===== src/rtl/cnn_collect_pkg.sv =====
// cnn_collect_pkg: shared FSM states, channel count and drain-index type for the result collector.
package cnn_collect_pkg;
    typedef enum logic [1:0] {IDLE, COLLECT, DRAIN, DONE} state_t;
    localparam int NUM_OUTPUTS_C = 5;
    localparam int IDX_W = 3;
    typedef logic [IDX_W-1:0] idx_t;
    localparam idx_t LAST_IDX = idx_t'(NUM_OUTPUTS_C - 1);
endpackage


===== src/rtl/cnn_result_collector_slot.sv =====
// axis_capture_slot: one-word AXI-stream capture register with a per-run captured flag.
// Ports: ap_clk/ap_rst clock and sync reset; enable (collecting) and clear (end of run);
// tdata/tvalid/tready stream sink; data/captured expose the stored word and its flag.
module axis_capture_slot #(
    parameter int W = 16
) (
    input  logic         ap_clk,
    input  logic         ap_rst,
    input  logic         enable,
    input  logic         clear,
    input  logic [W-1:0] tdata,
    input  logic         tvalid,
    output logic         tready,
    output logic [W-1:0] data,
    output logic         captured
);
    // Ready depends only on registers so upstream never sees a combinational loop through tvalid.
    assign tready = enable && !captured;

    always_ff @(posedge ap_clk) begin
        if (ap_rst) begin
            data     <= '0;
            captured <= 1'b0;
        end else if (clear) begin
            captured <= 1'b0;
        end else if (tvalid && tready) begin
            data     <= tdata;
            captured <= 1'b1;
        end
    end
endmodule


===== src/rtl/cnn_result_collector.sv =====
// cnn_result_collector: collects one word from each of five AXI-stream channels and replays them in index order.
// Ports: ap_clk/ap_rst clock and sync active-high reset; ap_start/ap_done/ap_idle/ap_ready run control;
// cnn_output_0..4_TDATA/TVALID/TREADY per-class sinks; result_TDATA/TUSER/TLAST/TVALID/TREADY serial source.
// Build option CNN_COLLECT_TIMEOUT_EN adds the TIMEOUT_CYCLES watchdog and the timeout_err output.
module cnn_result_collector
    import cnn_collect_pkg::*;
#(
    parameter int PIXEL_BIT_WIDTH = 16,
`ifdef CNN_COLLECT_TIMEOUT_EN
    parameter int TIMEOUT_CYCLES = 65535,
`endif
    parameter int NUM_OUTPUTS = 5
) (
    input  logic                       ap_clk,
    input  logic                       ap_rst,
    input  logic                       ap_start,
    output logic                       ap_done,
    output logic                       ap_idle,
    output logic                       ap_ready,
`ifdef CNN_COLLECT_TIMEOUT_EN
    output logic                       timeout_err,
`endif
    input  logic [PIXEL_BIT_WIDTH-1:0] cnn_output_0_TDATA,
    input  logic                       cnn_output_0_TVALID,
    output logic                       cnn_output_0_TREADY,
    input  logic [PIXEL_BIT_WIDTH-1:0] cnn_output_1_TDATA,
    input  logic                       cnn_output_1_TVALID,
    output logic                       cnn_output_1_TREADY,
    input  logic [PIXEL_BIT_WIDTH-1:0] cnn_output_2_TDATA,
    input  logic                       cnn_output_2_TVALID,
    output logic                       cnn_output_2_TREADY,
    input  logic [PIXEL_BIT_WIDTH-1:0] cnn_output_3_TDATA,
    input  logic                       cnn_output_3_TVALID,
    output logic                       cnn_output_3_TREADY,
    input  logic [PIXEL_BIT_WIDTH-1:0] cnn_output_4_TDATA,
    input  logic                       cnn_output_4_TVALID,
    output logic                       cnn_output_4_TREADY,
    output logic [PIXEL_BIT_WIDTH-1:0] result_TDATA,
    output logic [2:0]                 result_TUSER,
    output logic                       result_TLAST,
    output logic                       result_TVALID,
    input  logic                       result_TREADY
);
    state_t                     state, state_n;
    idx_t                       idx;
    logic [NUM_OUTPUTS-1:0]     tvalid, tready, captured;
    logic [PIXEL_BIT_WIDTH-1:0] tdata [NUM_OUTPUTS];
    logic [PIXEL_BIT_WIDTH-1:0] data  [NUM_OUTPUTS];
    logic                       drain, last, all_cap, timeout_hit;

    assign tvalid   = {cnn_output_4_TVALID, cnn_output_3_TVALID, cnn_output_2_TVALID,
                       cnn_output_1_TVALID, cnn_output_0_TVALID};
    assign tdata[0] = cnn_output_0_TDATA;
    assign tdata[1] = cnn_output_1_TDATA;
    assign tdata[2] = cnn_output_2_TDATA;
    assign tdata[3] = cnn_output_3_TDATA;
    assign tdata[4] = cnn_output_4_TDATA;
    assign {cnn_output_4_TREADY, cnn_output_3_TREADY, cnn_output_2_TREADY,
            cnn_output_1_TREADY, cnn_output_0_TREADY} = tready;

    for (genvar k = 0; k < NUM_OUTPUTS; k++) begin : g_slot
        axis_capture_slot #(.W(PIXEL_BIT_WIDTH)) u_slot (
            .ap_clk   (ap_clk),
            .ap_rst   (ap_rst),
            .enable   (state == COLLECT),
            .clear    (state == DONE),
            .tdata    (tdata[k]),
            .tvalid   (tvalid[k]),
            .tready   (tready[k]),
            .data     (data[k]),
            .captured (captured[k])
        );
    end

    assign all_cap = &captured;
    assign drain   = state == DRAIN;
    assign last    = idx == LAST_IDX;

    // A channel still uncaptured at drain time (only possible after a timeout) reads as zero
    // rather than exposing the stale word from an earlier run.
    assign result_TVALID = drain;
    assign result_TDATA  = (drain && captured[idx]) ? data[idx] : '0;
    assign result_TUSER  = drain ? idx : '0;
    assign result_TLAST  = drain && last;
    assign ap_idle       = state == IDLE;
    assign ap_done       = state == DONE;
    assign ap_ready      = ap_done;

    always_comb begin
        state_n = state;
        case (state)
            IDLE:    state_n = ap_start ? COLLECT : IDLE;
            COLLECT: state_n = (all_cap || timeout_hit) ? DRAIN : COLLECT;
            DRAIN:   state_n = (result_TREADY && last) ? DONE : DRAIN;
            default: state_n = IDLE;
        endcase
    end

    always_ff @(posedge ap_clk) begin
        if (ap_rst) begin
            state <= IDLE;
            idx   <= '0;
        end else begin
            state <= state_n;
            // Wrapping to zero on the final word leaves the index ready for the next run.
            if (drain && result_TREADY)
                idx <= last ? '0 : idx + idx_t'(1);
        end
    end

`ifdef CNN_COLLECT_TIMEOUT_EN
    localparam logic [15:0] TO_C = 16'(TIMEOUT_CYCLES);
    logic [15:0] cnt;

    assign timeout_hit = (state == COLLECT) && (cnt == TO_C) && !all_cap;

    always_ff @(posedge ap_clk) begin
        if (ap_rst) begin
            cnt         <= '0;
            timeout_err <= 1'b0;
        end else begin
            if (state == IDLE && ap_start) begin
                cnt         <= '0;
                timeout_err <= 1'b0;
            end else if (state == COLLECT) begin
                cnt <= cnt + 16'd1;
            end
            if (timeout_hit)
                timeout_err <= 1'b1;
        end
    end
`else
    assign timeout_hit = 1'b0;
`endif
endmodule


===== config.mk =====
export PLATFORM = sky130hd
export DESIGN_NAME = cnn_result_collector
export DESIGN_NICKNAME = d
export VERILOG_FILES = /design/src/rtl/cnn_collect_pkg.sv /design/src/rtl/cnn_result_collector_slot.sv /design/src/rtl/cnn_result_collector.sv
export SDC_FILE = /design/constraint.sdc
export NUM_CORES = 1
export LEC_CHECK = 0
export ABC_CLOCK_PERIOD_IN_PS = 3000
export CAP_MARGIN = 20
export CORE_MARGIN = 4
export CORE_UTILIZATION = 25
export DETAILED_ROUTE_END_ITERATION = 8
export GPL_ROUTABILITY_DRIVEN = 0
export PLACE_DENSITY = 0.51
export RECOVER_POWER = 100
export SETUP_SLACK_MARGIN = 0.4
export SYNTH_ARGS = -nofsm -noshare
export SYNTH_HDL_FRONTEND = slang
export SYNTH_SLANG_ARGS = --single-unit
export TNS_END_PERCENT = 20

===== constraint.sdc =====
create_clock -name ap_clk -period 3 [get_ports ap_clk]
set_clock_uncertainty 0.1 [all_clocks]
set_input_delay 0.6 -clock ap_clk [delete_from_list [all_inputs] [get_ports ap_clk]]
set_output_delay 0.6 -clock ap_clk [all_outputs]
set_load 0.01 [all_outputs]

Word-level counts from Yosys, hierarchy flattened

Index checks and enable logic that the tools add are counted.

$add $sub $neg: 1
Multipliers: 0
Divide/modulo/power cells: 0
$lt $le $gt $ge: 2
Eq/ne operators: 4
Shifts and indexed selects: 0
Muxes and demuxes: 12
Bitwise logic cells: 2
Reduce and logical (&&, ||, !) cells: 27

Operators by type and width:

| cell                                                                          | count |
|---|---|
| 16-bit binary-select mux with 3-bit select                                    | 1 |
| 16-bit two-way mux                                                            | 3 |
| 1-bit logical AND                                                             | 14 |
| 2-bit AND reduction                                                           | 5 |
| 3-bit two-way mux                                                             | 2 |
| 2-bit case mux with 3 select lines                                            | 1 |
| 1-bit logical NOT                                                             | 5 |
| 5-bit AND reduction                                                           | 1 |
| 2-bit == test (second input constant)                                         | 2 |
| 4-bit >= comparator (second input constant)                                   | 1 |
| 3-bit by 4-bit less-than comparator with 1-bit output (second input constant) | 1 |
| 3-bit inverter with 4-bit output                                              | 1 |
| 3-bit by 1-bit adder with 3-bit output (second input constant)                | 1 |
| 1-bit binary-select mux with 3-bit select                                     | 1 |
| 3-bit == test (second input constant)                                         | 1 |
| 1-bit two-way mux                                                             | 3 |
| 2-bit by 1-bit == test with 1-bit output (second input constant)              | 1 |
| 2-bit logical NOT                                                             | 1 |
| 2-bit two-way mux                                                             | 1 |
| 2-bit OR reduction                                                            | 1 |
| 1-bit inverter                                                                | 1 |

Bits in registers: 90
Latch bits: 0
Bits in writable memories: 0
ROM bits: 0
Output and inout bits: 29
Logic and storage cells: 60
Memories kept: 0

Depth between registers and ports, before layout

Gate-level depths: netlist of run 1.

Word-level depth: 5
Mapped depth: 7

Modules after synthesis

Synthesis of run 1 repeated with hierarchy kept, for this count alone.

Cells, all modules: 543
Area total of the unflattened synthesis: 5,101.1 um^2

Modules (own cells, without submodules):

| module               | instances | cells an instance | area each (um^2) | sequential area each (um^2) |
|---|---|---|---|---|
| axis_capture_slot    | 5         | 74                | 773.2            | 340.3 |
| cnn_result_collector | 1         | 173               | 1,234.9          | 100.1 |

Worst setup path before layout of run 1

Ideal clock, no wire load.

Path type: register to output
Start: reg state[0]
End: out result_TDATA[0]
Arrival: 1.302 ns
Slack: 0.998 ns
Stages on the path, launching flop included: 7
Cell sequence: dfxtp_1 -> buf_6 -> and2b_2 -> buf_2 -> o31ai_4 -> buf_6 -> a21oi_1

Word-level cells in the longest chain between the ends: 3

Ends and longest elaborated chain:

| item                   | line                        | RTL |
|---|---|---|
| start, declared        | cnn_result_collector.sv:44  | `state_t state, state_n;` |
| start signal, assigned | cnn_result_collector.sv:104 | `state <= state_n;` |
| 2-bit == test          | cnn_result_collector.sv:76  | `assign drain = state == DRAIN;` |
| via result_TVALID      | cnn_result_collector.sv:41  | `output logic result_TVALID,` |
| 1-bit logical AND      | cnn_result_collector.sv:82  | `assign result_TDATA = (drain && captured[idx]) ? data[idx] : '0;` |
| 16-bit two-way mux     | cnn_result_collector.sv:82  |  |
| end, declared          | cnn_result_collector.sv:38  | `output logic [PIXEL_BIT_WIDTH-1:0] result_TDATA,` |

The timed path passes the listed nets, and every way through them passes these cells.

Final worst setup path of run 1

Start: reg idx[1]
End: out result_TDATA[13]

Word-level cells in the longest chain between the ends: 5

Ends and longest elaborated chain:

| item                                                   | line                        | RTL |
|---|---|---|
| start, declared                                        | cnn_result_collector.sv:45  | `idx_t idx;` |
| start signal, assigned                                 | cnn_result_collector.sv:107 | `idx <= last ? '0 : idx + idx_t'(1);` |
| 3-bit inverter with 4-bit output (not written as such) | cnn_result_collector.sv:82  |  |
| 16-bit binary-select mux with 3-bit select             | cnn_result_collector.sv:82  |  |
| 16-bit two-way mux (not written as such) (2 in series) | cnn_result_collector.sv:82  |  |
| 16-bit two-way mux (*)                                 | cnn_result_collector.sv:82  |  |

Mark *: on every way between the ends. The rest lies on a longest branch, timed or not. The select of a mux whose other input is x is not followed.

==> metrics, run 1 <==
Row Count=47; CP max stage delay=approximately 500 ps; Switching Fraction=around a quarter; Core ar.=between 0.015 and 0.02 mm²; Final Hold Vio Count=0; Yosys warning count=0; clk sinks=90; critical path type=reg2out; Starting Density=roughly a quarter; VDD IR-drop max=~0.28 mV; sequential share of power=~47%; largest net degree at the start of global routing=46; pre-CTS setup slack=95.0 ps; Worst path top cell family by delay=buffers and inverters; Area Growth Syn to Fin=37.0%; status=finished, final reports clean; CTS Buffer Depth=2; P_int=2.08 mW; Leak Pwr=around 2.0 nW; FMAX=between 0.3 and 0.4 GHz; CTS tree=built; Rel. slew slack=36.7%; #FFs+latches synth=90; max-cap violation count=0; post-route ant nets=0; Post-Synthesis Cells=around 520; Worst setup SP type=flop; Worst Tran Pin Value=roughly 950 ps; layout cells sized above 1=17.0%; # DRC=0; post-DP HPWL=roughly 11 mm; slowest CP cell=dfxtp_1; first-pass GRT wire length=around 23 mm; Syn Area/Cell=about 8.2 µm²; Worst Path Max Fanout=11; root buffer cell=clkbuf_16; GRT Overall Usage=15.2%; die width=~140 µm; synthesized area=0.00430 mm²; die area=0.0194 mm²; setup TNS=0 ps; Overall Power=~2.7 mW; Ports=approximately 120; total congestion overflow=0; NumNets Final=just over 700; PD cells=about 460 mW/mm²; setup violators final=0; die height=about 140 µm; Crit path required time=2300 ps; sw power=between 0.6 and 0.7 mW; Via density=4.81; Setup crit end kind=output port; Syn Nets=slightly above 600; PortBufs=between 100 and 150; Logic pwr share=a little under an eighth; final wirelength=14.7 mm; ANT cells=0; Cell variety after synth=between 40 and 50; post-synthesis sequential area ratio=a little over two fifths; H-tree levels=3; Hold Buf Count CTS=0; Data arrival, critical path=between 2000 and 2500 ps; Detailed Route Iter0 Violations=~280; final max-slew violation count=0; unrepaired setup endpoints after global routing=true; Num CTS Buffers=9; number of global-route vias before repair=roughly 4300; Buf/Inv on CP=3; crit-path cells=buf_4, nand3b_1, a21oi_2, o31ai_4, buf_12, a21oi_1, buf_2; routed len/inst=around 17 µm; clk_lat worst skew=340 ps; worst hold path class=reg2reg; fill count=about 1700; Clk network pwr share=41.5%; PnR worst setup slack=around 250 ps; antenna violations before repair=0; Vias=about 4000; fin crit period=about 2800 ps; clock-pin slew on the worst setup and hold paths=~60 ps; first-pass iteration count of the detailed router=6; fin crit share=roughly nine tenths
final timing paths:
path,slack [ps],endpoint,startpoint,cells past startpoint
worst min-delay path,360,g_slot[0].u_slot.data[9],g_slot[0].u_slot.data[9],2
worst min register to register,360,g_slot[0].u_slot.data[9],g_slot[0].u_slot.data[9],2
worst max-delay path,250,result_TDATA[13],idx[1],7
worst max register to register,740,g_slot[4].u_slot.data[14],state[0],5
layer usage:
| layer | up-vias | wire length, µm | part of all wire, % | track usage (%) |
|---|---|---|---|---|
| met5 | - | 0 | 0 | 0 |
| met4 | 0 | 325 | 2.2 | 4.02 |
| met3 | 36 | 993 | 6.7 | 4.32 |
| met2 | 162 | 6990 | 47 | 24.8 |
| met1 | 1938 | 6440 | 44 | 20.0 |
| li1 | 1979 | - | - | - |
per-stage QoR:
stage / util (%) / std cells / hold WS (ps) / instance area, µm²
2_1_floorplan: - / 522 / 333 / 4300
3_3_place_gp: 33.1 / 831 / 340 / 5520
3_5_place_dp: 33.1 / 831 / 345 / 5520
4_1_cts: 35.6 / 852 / 356 / 5950
5_1_grt: 35.3 / 856 / 373 / 5900
6_report: 35.3 / 856 / 356 / 5900
layout make-up:
cell class	count	area [µm²]	share of cell area (%)
multi-input combinational	387	2190	37.1
sequential	90	1810	30.7
timing repair buffer	140	1320	22.3
tap	220	275	4.67
clock buffer	11	243	4.12
clock inverter	4	52.6	0.891
inverter	4	15.0	0.255
cells in the mapped netlist:
library cell / number / area [µm²]
nand2_1: 185 / 694
a21oi_1: 91 / 455
dfxtp_1: 90 / 1800
mux2_2: 26 / 293
buf_2: 15 / 75.1
a32oi_1: 12 / 105
a21oi_2: 10 / 87.6
nor2_1: 10 / 37.5
clkbuf_1: 9 / 33.8
buf_4: 5 / 37.5
mux2i_1: 5 / 50.1
nor3b_4: 5 / 93.8
o21a_1: 5 / 37.5
and2_1: 4 / 25.0
and2_4: 4 / 35.0
buf_12: 4 / 80.1
buf_6: 4 / 45.0
buf_8: 4 / 60.1
inv_1: 3 / 11.3
o21ai_0: 3 / 15.0
a211o_1: 2 / 17.5
a22o_1: 2 / 17.5
ha_1: 2 / 25.0
nand3b_1: 2 / 15.0
nand4_1: 2 / 12.5
nor2b_1: 2 / 12.5
nor3_1: 2 / 10.0
a2111oi_0: 1 / 8.76
a221oi_1: 1 / 8.76
a31o_2: 1 / 8.76
and2_2: 1 / 7.51
and2b_2: 1 / 8.76
and3_1: 1 / 6.26
and3_4: 1 / 11.3
inv_2: 1 / 3.75
nand3_1: 1 / 5.00
nand4b_1: 1 / 8.76
nor2_2: 1 / 6.26
nor4b_1: 1 / 8.76
o22ai_1: 1 / 6.26
o31ai_4: 1 / 21.3
flip-flops by register name, indices dropped and copies added (netlist names):
signal                  flops
g_slot.u_slot.captured      5
g_slot.u_slot.data         80
idx                         3
state                       2
placed cells by master (no fill, tap or decap), types with 2 or more instances in the layout:
cell	Yosys	final
nand2_1	185	185
clkdlybuf4s50_1	0	91
a21oi_1	91	89
dfxtp_1	90	87
mux2_2	26	26
buf_4	5	15
a21oi_2	10	12
clkbuf_16	0	9
clkbuf_1	9	9
nor2_1	10	8
a32oi_1	12	8
dlygate4sd3_1	0	8
clkbuf_2	0	7
nor3b_1	0	5
o21a_1	5	5
a32oi_2	0	4
and2_0	0	4
and2_4	4	4
inv_1	3	3
mux2i_1	5	3
clkinvlp_4	0	3
buf_2	15	3
buf_12	4	3
a22o_1	2	2
a211o_1	2	2
nand3b_1	2	2
nor2_2	1	2
o21ai_0	3	2
nand4_1	2	2
ha_1	2	2
dfxtp_2	0	2
buf_6	4	2
power by group through the flow:
stage / registers [mW] / logic, mW / clock network (mW)
global route: 1.28 / 0.350 / 1.22
detailed placement: 1.31 / 0.329 / 0
finish: 1.28 / 0.319 / 1.13
floorplan: 1.29 / 0.177 / 0
CTS: 1.28 / 0.333 / 1.16
global placement: 1.30 / 0.328 / 0
worst reg2reg max path, delay by kind of cell, from the launching register on:
kind                   cells  cell delay [ps]
and+or+nand+nor            3             1450
buffers and inverters      1              160
AOI/OAI and AO/OA          1              150
DFF                        1              320
logic make-up (layout without fill, tap and decap cells):
group / count (synthesis) / count (layout) / synth area share, %
and+or+nand+nor: 224 / 224 / 23.2
muxes: 31 / 31 / 7.97
DFF: 90 / 90 / 41.9
buffers and inverters: 45 / 159 / 8.05
AOI/OAI and AO/OA: 130 / 130 / 18.3
adders and majority gates: 2 / 2 / 0.581
timing repair:
| item | in CTS | in global routing |
|---|---|---|
| pin swaps | 5 | 1 |
| buffers inserted | 5 | 3 |
| setup endpoints to repair | 17 | 16 |
| gates resized for setup | 45 | 44 |
| cloned | 1 | 1 |
No activity file was read; power rests on OpenSTA's default activity.
==> inputs of run 2 (changes only) <==
--- a/config.mk
+++ b/config.mk
@@ -8,10 +8,10 @@
 export ABC_CLOCK_PERIOD_IN_PS = 3000
 export CAP_MARGIN = 20
 export CORE_MARGIN = 4
-export CORE_UTILIZATION = 25
+export CORE_UTILIZATION = 52
 export DETAILED_ROUTE_END_ITERATION = 8
 export GPL_ROUTABILITY_DRIVEN = 0
-export PLACE_DENSITY = 0.51
+export PLACE_DENSITY = 0.89
 export RECOVER_POWER = 100
 export SETUP_SLACK_MARGIN = 0.4
 export SYNTH_ARGS = -nofsm -noshare
==> run 2 against run 1 <==
The run now ends with capacitance limit, slew limit left. Clock-buffer cell count is 1 lower. Sequential cell count stayed put. Total power is 11% lower. Sequential power hardly changed. Register-to-register slack better by 50 ps. Critical endpoint is now result_TLAST.
==> metrics, run 2 (same netlist as run 1, synthesis figures left out) <==
GRT Overall Usage=25.1% (was 15.2%); failing checks=capacitance limit, slew limit; max reg flops=80 (unchanged); number of global-route vias before repair=4165 (was 4296); total congestion overflow=0 (unchanged); Core ar.=0.00789 mm² (was 0.0167 mm²); antenna violations before repair=0 (unchanged); post-DP HPWL=8.85 mm (was 10.8 mm); non-filler instance count after layout=733 (was 856); Vias=4175 (was 4115); Detailed Route Iter0 Violations=311 (was 281); largest net degree at the start of global routing=53 (was 46); final max-slew violation count=36 (was 0); fin crit period=2860 ps (was 2750 ps); VDD IR-drop max=0.304 mV (was 0.277 mV); clk_lat worst skew=350 ps (was 340 ps); Data arrival, critical path=2160 ps (was 2050 ps); post-layout instance area=0.00560 mm² (was 0.00590 mm²); Starting Density=54.6% (was 25.8%); FMAX=0.350 GHz (was 0.364 GHz); max-cap violation count=1 (was 0); CTS Buffer Depth=2 (unchanged); Rel. slew slack=-8.08% (was 36.7%); Via density=5.70 (was 4.81); Crit path required time=2300 ps (about the same); Ports=118 (unchanged); layout cells sized above 1=13.0% (was 17.0%); Num CTS Buffers=9 (unchanged); worst hold path class=reg2reg (unchanged); register name with the most flops=g_slot.u_slot.data (unchanged); Final Hold Vio Count=0 (unchanged); crit-path cells=and2b_1, buf_4, and3_1, dlygate4sd3_1 (was buf_4, nand3b_1, a21oi_2, o31ai_4, buf_12, a21oi_1, buf_2); Worst Path Max Fanout=11 (unchanged); NumNets Final=717 (was 723); Leak Pwr=2.01 nW (was 2.02 nW); setup TNS=0 ps (unchanged); Row Count=32 (was 47); routed len/inst=17.1 µm (was 17.2 µm); Placed Instances=710 (was 831); root buffer cell=clkbuf_8 (was clkbuf_16); die area=0.00980 mm² (was 0.0194 mm²); first-pass iteration count of the detailed router=5 (was 6); final wirelength=12.5 mm (was 14.7 mm); Worst setup SP type=flop (unchanged); clk sinks=90 (unchanged); most frequent cells in the layout=nand2_1 (185), clkdlybuf4s50_1 (101), a21oi_1 (98) (was nand2_1 (185), clkdlybuf4s50_1 (91), a21oi_1 (89)); Worst Tran Pin Value=1620 ps (was 948 ps); # DRC=0 (unchanged); setup violators final=0 (unchanged); first-pass GRT wire length=20.0 mm (was 23.2 mm); post-route ant nets=0 (unchanged); Hold Buf Count CTS=0 (unchanged); status=finished, violations left (was finished, final reports clean); Top Registers=g_slot.u_slot.data (80), g_slot.u_slot.captured (5), idx (3) (unchanged); unrepaired setup endpoints after global routing=true (unchanged); commonest non-fill, non-tap cell in the layout=nand2_1 (unchanged); critical path type=reg2out (unchanged); ANT cells=0 (unchanged); H-tree levels=3 (unchanged); slowest CP cell=dlygate4sd3_1 (was dfxtp_1); CTS tree=built (unchanged); Buf/Inv on CP=2 (was 3); Setup crit end kind=output port (unchanged); fin crit share=95.3% (was 91.7%); clock-pin slew on the worst setup and hold paths=90 ps (was 60 ps); PD cells=432 mW/mm² (was 462 mW/mm²); CP max stage delay=610 ps (was 500 ps); die height=99.0 µm (was 139 µm); die width=99.0 µm (was 139 µm); Area Growth Syn to Fin=30.1% (was 37.0%); Worst path top cell family by delay=buffers and inverters (unchanged); PortBufs=117 (unchanged); Cell Area, Placed=0.00537 mm² (was 0.00552 mm²)
run 2: cell count changes in the layout (fill, tap and decap cells not counted), moves of 7 or more:
cell	delta
clkbuf_2	-7
clkbuf_16	-9
clkbuf_1	-7
a21oi_1	+9
a21oi_2	-9
clkdlybuf4s50_1	+10
clkbuf_8	+9
run 2: worst min-delay path, cell delays in order (launching register included):
cell     delay, ps
dfxtp_1        320
nand2_1         50
a21oi_1         50
run 2: metal layers:
metal	global-route usage (%)	part of all wire, %
met5	0	0
met4	10.8	3.6
met3	7.29	8.5
met2	42.4	50
met1	29.6	38
run 2: path summary, 6_finish.rpt:
kind / from / endpoint / slack (ps) / cells past startpoint
max: state[0] / result_TLAST / 140 / 4
max reg2reg: state[0] / g_slot[4].u_slot.data[11] / 790 / 4
min reg2reg: g_slot[1].u_slot.data[0] / g_slot[1].u_slot.data[0] / 360 / 2
min: g_slot[1].u_slot.data[0] / g_slot[1].u_slot.data[0] / 360 / 2
run 2: stage by stage:
stage	utilization [%]	hold slack, ps	total power, mW	setup slack (ps)
final	71.0	361	2.42	140
after global placement	68.0	340	1.61	202
after floorplan	-	333	1.47	998
after detailed placement	68.0	346	1.62	105
after global routing	71.0	380	2.53	62.4
after CTS	71.8	360	2.44	165
run 2: repair_timing:
action                                  CTS  global route
cloned                                    0             0
gates resized for setup                  22             8
endpoints found under the setup margin   20            21
pin swaps                                 2             0
buffers inserted                          5             2
run 2: final cells by class:
type | instances | area (µm²)
Clock buffer | 10 | 138
Tap cell | 102 | 128
Sequential cell | 90 | 1820
Clock inverter | 6 | 65.1
Multi-Input combinational cell | 387 | 2110
Inverter | 4 | 15.0
Timing Repair Buffer | 134 | 1330
Fill cell | 575 | 2290
run 2: power breakdown:
| group | internal [mW] | leakage, nW | total (mW) | switching [mW] |
|---|---|---|---|---|
| clock | 0.409 | 0.103 | 0.834 | 0.425 |
| sequential | 1.24 | 0.736 | 1.28 | 0.0348 |
| combinational | 0.170 | 1.17 | 0.305 | 0.135 |
